--- src/rtl/branch_resolve_queue.sv ---
// branch_resolve_queue: in-order queue of issued branch predictions.
// Each prediction is matched against the resolved outcome from execute.
// The queue produces predictor training updates and flags mispredictions;
// a mispredict flushes younger wrong-path entries. Saturating counters
// track resolved branches and mispredictions.
module branch_resolve_queue #(
    parameter int DEPTH = 8,
    parameter int PC_W  = 10,
    parameter int CNT_W = 16
) (
    input  logic                       clock,
    input  logic                       reset,
    input  logic                       pred_valid,
    input  logic [PC_W-1:0]            pred_pc,
    input  logic                       pred_taken,
    output logic                       pred_ready,
    input  logic                       resolve_valid,
    input  logic                       resolve_taken,
    output logic                       upd_valid,
    output logic [PC_W-1:0]            upd_pc,
    output logic                       upd_taken,
    output logic                       mispredict,
    output logic [PC_W-1:0]            mispredict_pc,
    output logic [$clog2(DEPTH):0]     occupancy,
    output logic [CNT_W-1:0]           branch_count,
    output logic [CNT_W-1:0]           mispredict_count,
    output logic                       underflow_err
);

    localparam int PTR_W = $clog2(DEPTH);
    localparam int OCC_W = PTR_W + 1;

    // Saturating increment: holds at all-ones instead of wrapping to zero.
    function automatic logic [CNT_W-1:0] sat_inc(input logic [CNT_W-1:0] v);
        return (&v) ? v : v + CNT_W'(1);
    endfunction

    // Entry storage; written only on an accepted push, never reset.
    logic [PC_W-1:0]  mem_pc_q [DEPTH];
    logic [DEPTH-1:0] mem_pred_q;

    logic [PTR_W-1:0] wr_ptr_q, wr_ptr_d;
    logic [PTR_W-1:0] rd_ptr_q, rd_ptr_d;
    logic [OCC_W-1:0] occ_q, occ_d;
    logic             upd_valid_q, upd_valid_d;
    logic [PC_W-1:0]  upd_pc_q, upd_pc_d;
    logic             upd_taken_q, upd_taken_d;
    logic             mispredict_q, mispredict_d;
    logic [PC_W-1:0]  mispredict_pc_q, mispredict_pc_d;
    logic [CNT_W-1:0] branch_count_q, branch_count_d;
    logic [CNT_W-1:0] mispredict_count_q, mispredict_count_d;
    logic             underflow_err_q, underflow_err_d;

    logic             full;
    logic             empty;
    logic             push;
    logic             pop;
    logic             wrong;
    logic             mem_we;
    logic [PC_W-1:0]  head_pc;
    logic             head_pred;

    assign full      = (occ_q == OCC_W'(DEPTH));
    assign empty     = (occ_q == '0);
    assign head_pc   = mem_pc_q[rd_ptr_q];
    assign head_pred = mem_pred_q[rd_ptr_q];
    // Readiness comes from registered occupancy only; a same-cycle pop does not free a slot.
    assign push      = pred_valid && !full;
    assign pop       = resolve_valid && !empty;
    assign wrong     = pop && (resolve_taken != head_pred);
    // A mispredicting pop drops any push in the same cycle: it is on the wrong path.
    assign mem_we    = push && !wrong;

    // Next-state computation for pointers, occupancy, pop outputs and statistics.
    always_comb begin
        wr_ptr_d           = wr_ptr_q;
        rd_ptr_d           = rd_ptr_q;
        occ_d              = occ_q;
        upd_valid_d        = 1'b0;
        upd_pc_d           = upd_pc_q;
        upd_taken_d        = upd_taken_q;
        mispredict_d       = 1'b0;
        mispredict_pc_d    = mispredict_pc_q;
        branch_count_d     = branch_count_q;
        mispredict_count_d = mispredict_count_q;
        underflow_err_d    = underflow_err_q;

        if (pop) begin
            upd_valid_d    = 1'b1;
            upd_pc_d       = head_pc;
            upd_taken_d    = resolve_taken;
            rd_ptr_d       = rd_ptr_q + PTR_W'(1);
            branch_count_d = sat_inc(branch_count_q);
        end

        if (wrong) begin
            // Flush: everything younger than the head is wrong-path work.
            mispredict_d       = 1'b1;
            mispredict_pc_d    = head_pc;
            wr_ptr_d           = rd_ptr_q + PTR_W'(1);
            occ_d              = '0;
            mispredict_count_d = sat_inc(mispredict_count_q);
        end else begin
            if (push) begin
                wr_ptr_d = wr_ptr_q + PTR_W'(1);
            end
            case ({push, pop})
                2'b10:   occ_d = occ_q + OCC_W'(1);
                2'b01:   occ_d = occ_q - OCC_W'(1);
                default: occ_d = occ_q;
            endcase
        end

        if (resolve_valid && empty) begin
            underflow_err_d = 1'b1;
        end
    end

    // Control and output registers with synchronous reset.
    always_ff @(posedge clock) begin
        if (reset) begin
            wr_ptr_q           <= '0;
            rd_ptr_q           <= '0;
            occ_q              <= '0;
            upd_valid_q        <= 1'b0;
            upd_pc_q           <= '0;
            upd_taken_q        <= 1'b0;
            mispredict_q       <= 1'b0;
            mispredict_pc_q    <= '0;
            branch_count_q     <= '0;
            mispredict_count_q <= '0;
            underflow_err_q    <= 1'b0;
        end else begin
            wr_ptr_q           <= wr_ptr_d;
            rd_ptr_q           <= rd_ptr_d;
            occ_q              <= occ_d;
            upd_valid_q        <= upd_valid_d;
            upd_pc_q           <= upd_pc_d;
            upd_taken_q        <= upd_taken_d;
            mispredict_q       <= mispredict_d;
            mispredict_pc_q    <= mispredict_pc_d;
            branch_count_q     <= branch_count_d;
            mispredict_count_q <= mispredict_count_d;
            underflow_err_q    <= underflow_err_d;
        end
    end

    // Entry write on accepted, non-flushed push; gated off during reset.
    always_ff @(posedge clock) begin
        if (mem_we && !reset) begin
            mem_pc_q[wr_ptr_q]   <= pred_pc;
            mem_pred_q[wr_ptr_q] <= pred_taken;
        end
    end

    assign pred_ready       = !full;
    assign occupancy        = occ_q;
    assign upd_valid        = upd_valid_q;
    assign upd_pc           = upd_pc_q;
    assign upd_taken        = upd_taken_q;
    assign mispredict       = mispredict_q;
    assign mispredict_pc    = mispredict_pc_q;
    assign branch_count     = branch_count_q;
    assign mispredict_count = mispredict_count_q;
    assign underflow_err    = underflow_err_q;

endmodule
--- config.mk ---
export PLATFORM = sky130hd
export DESIGN_NAME = branch_resolve_queue
export DESIGN_NICKNAME = d
export VERILOG_FILES = /design/src/rtl/branch_resolve_queue.sv
export SDC_FILE = /design/constraint.sdc
export NUM_CORES = 1
export LEC_CHECK = 0
export CAP_MARGIN = 20
export CORE_MARGIN = 10
export CORE_UTILIZATION = 40
export CTS_BUF_LIST = sky130_fd_sc_hd__clkbuf_2
export DETAILED_ROUTE_END_ITERATION = 10
export PLACE_DENSITY = 0.63
export SYNTH_ARGS = -nofsm -noshare
export SYNTH_HDL_FRONTEND = slang
export SYNTH_SLANG_ARGS = --single-unit
--- constraint.sdc ---
create_clock -name clock -period 7.1 [get_ports clock]
set_input_delay 1.42 -clock clock [delete_from_list [all_inputs] [get_ports clock]]
set_output_delay 1.42 -clock clock [all_outputs]
set_load 0.02 [all_outputs]
==> summary.txt <==
Final layout
  • Register area: 4020 sq um
  • Final cell count without fillers: 808
  • Final net count: 601
  • Layout cells sized above 1: 0.132
  • Layout fillers: 1377
  • N_diodes: 0
  • Multi-input logic area: 2320 sq um
  • Syn-to-layout area delta: 19.9%

Floorplanning
  • Die Ht: approximately 150 um
  • Die extent in x: 147 um
  • Core area: 15800 sq um
  • Initial Util: 0.408
  • Site Rows: 46
  • DIE AREA: 21600 sq um
  • Io pins: 77

Yosys
  • Synth cell types: 50
  • Post-synthesis sequential area ratio: 0.623
  • EDFF count, synth: 88
  • Post-synthesis async set-or-reset flop share: 0
  • Area of the mapped netlist: approximately 6500 sq um
  • Most instantiated cells after synthesis: edfxtp_1, dfxtp_1, nor2_1
  • Count leader, synth: edfxtp_1
  • Syn Nets: between 500 and 600
  • Synth top area share: 0.409
  • Area leader, netlist: edfxtp_1
  • Ys Warns: 0
  • Synthesis-stage register bit count: 157
  • Top cells by area, synth: edfxtp_1, dfxtp_1, mux4_2
  • Avg Inst Size Synth: between 10 and 15 sq um
  • Mapped Cells: between 500 and 600
  • Most frequently used flop master after synthesis: edfxtp_1

Timing
  • Max_slew headroom: 0.282
  • Highest clock rate: 251 MHz
  • Slew at the pin with the worst max-slew slack: 1.07 ns
  • Final setup violating endpoints: 0
  • Tmin final: 3.98 ns
  • Fin crit share: 0.560
  • Layout Skew: 0.0450 ns
  • Fin. max-slew vios: 0
  • Final Hold Vio Count: 0
  • RSZ-0062 raised after global routing: false
  • Setup ws final: between 3 and 4 ns
  • Setup TNS Final: 0 ns

Worst setup path
  • Crit-path slowest cell: or4b_2
  • CP endpoint kind: output pin
  • Crit-path max cell delay: around 0.70 ns
  • Crit path arrival time: 2.56 ns
  • Worst-path maximum fanout: 5
  • Crit Path Class: flop to output pin
  • FF-to-FF End: mem_pc_q[7][6]
  • R2R depth: 7
  • Worst EP required: 5.68 ns
  • Crit start category: flop
  • Setup crit start: occupancy[3]
  • Worst Setup EP: pred_ready
  • R2R setup slack: 4.10 ns
  • Worst-path cell chain: or4b_2, clkdlybuf4s50_1
  • Reg-to-reg critical path startpoint: rd_ptr_q[1]

Clock network
  • Clock root buffer: clkbuf_2
  • Number of CTS-inserted buffers: 17
  • CTS clk-pin slew, worst paths: 0.26 ns
  • H-tree levels: 4
  • CTS Buffer Depth: 2
  • Skew-Pair Late Insertion Delay: 0.75 ns
  • Setup repair bufs after CTS: 0
  • CTS Sinks: 157
  • CTS Hold Bufs: 0
  • TritonCTS clock tree: done
  • Cts repair resizes: 0

Global route
  • First-pass GRT wire length: 23100 um
  • Total track usage: 0.134
  • Largest net degree at the start of global routing: ~80
  • Initial antenna violation count: 0
  • Vias in the first global route: approximately 4300
  • Total grt overflow: 0

Power and ir drop
  • Power share of the clock group: 0.200
  • P_int: approximately 1.6 mW
  • Seq pwr share: 0.479
  • Lkg Pwr: 2.38 nW
  • Switch Pwr: around 0.87 mW
  • Combinational share of power: 0.321
  • Switching Share: 0.355
  • Pwr dens: 317 nW/um^2
  • Peak VDD IR: roughly 0.18 mV
  • Power Total: ~2.5 mW

Routing
  • DR DRC count: 0
  • Total Wirelength: around 15000 um
  • Post-DRT Antenna Nets: 0
  • Initial DRT Pass Iterations: 4
  • DR vias/cell: 5.44
  • Via count: approximately 4400
  • Initial drt markers: 239
  • WL per Instance: 18.1 um

Placed design
  • RePlAce Congestion: 0.778
  • PortBufs: 76
  • DP Worst Slack: 2.66 ns
  • Dpl cells: a little under 800
  • DP HPWL: around 9700 um

Flow run
  • Max Cap Viol: 0

Run status
  • Outcome: finished, final reports clean

Hold path
  • Worst min-delay path class: flop to flop
==> cell type report <==
class	instances	share of cell area
inverters	4	0.00194
repair buffers	91	0.113
clock buffers	18	0.0116
clock inverters	14	0.0183
multi-input cells	308	0.300
flip-flops and latches	157	0.520
well taps	216	0.0349
==> layer usage <==
metal,track usage,part of all wire,vias up
met3,0.0482,0.051,17
li1,-,-,2084
met1,0.168,0.46,2189
met2,0.212,0.48,105
met5,0,0,-
met4,0.0387,0.012,0
==> metrics by stage <==
stage                     instance area, sq um  utilization  hold slack (ns)
after detailed placement                  7500        0.474            0.454
after CTS                                 7730        0.489            0.478
after global placement                    7480        0.473            0.455
after floorplan                           6450            -            0.495
final                                     7740        0.489            0.474
after global routing                      7740        0.489            0.518
==> sequential cells by signal (all words and copies together) (netlist names), named ones only <==
signal            flops
mem_pc_q             80
branch_count         16
mispredict_count     16
mispredict_pc        10
upd_pc               10
mem_pred_q            8
occupancy             4
rd_ptr_q              3
wr_ptr_q              3
mispredict            1
underflow_err         1
upd_taken             1
upd_valid             1
==> cells by family after synthesis <==
logic type,synth area share
and+or+nand+nor,0.124
DFF,0.623
AOI/OAI and AO/OA,0.0836
muxes,0.103
buffers and inverters,0.0231
xor gates and xnor gates,0.0312
adders and majority gates,0.0116
==> how the worst min path moves through the flow <==
stage,from,end,depth (start not counted)
finish,upd_taken,upd_taken,2
global placement,upd_taken,upd_taken,2
floorplan,rd_ptr_q[0],wr_ptr_q[0],1
CTS,upd_taken,upd_taken,2
global route,upd_taken,upd_taken,2
detailed placement,upd_taken,upd_taken,2
==> cell usage in the layout (no fill, tap or decap), types with 15 or more instances in the layout <==
master           instances
clkbuf_2                18
dfxtp_1                 69
a21oi_1                 30
mux4_2                  21
mux2i_1                 16
xnor2_1                 15
edfxtp_1                88
nor3_1                  18
nand2_1                 24
nand3_1                 18
a211oi_1                25
nor2_1                  47
clkdlybuf4s50_1         75
==> worst max-delay path: cells and delay by family (launching register included) <==
kind / cells / cell delay, ns
DFF: 1 / 0.52
buffers and inverters: 1 / 0.58
and+or+nand+nor: 1 / 0.70
==> power groups by stage <==
| stage | Sequential [mW] | Combinational (mW) | Clock (mW) |
|---|---|---|---|
| 6_report | 1.17 | 0.786 | 0.491 |
| 2_1_floorplan | 1.23 | 0.457 | 0 |
| 4_1_cts | 1.18 | 0.793 | 0.504 |
| 5_1_grt | 1.19 | 0.856 | 0.544 |
| 3_5_place_dp | 1.20 | 0.792 | 0 |
| 3_3_place_gp | 1.19 | 0.773 | 0 |
No activity file was read; power rests on OpenSTA's default activity.
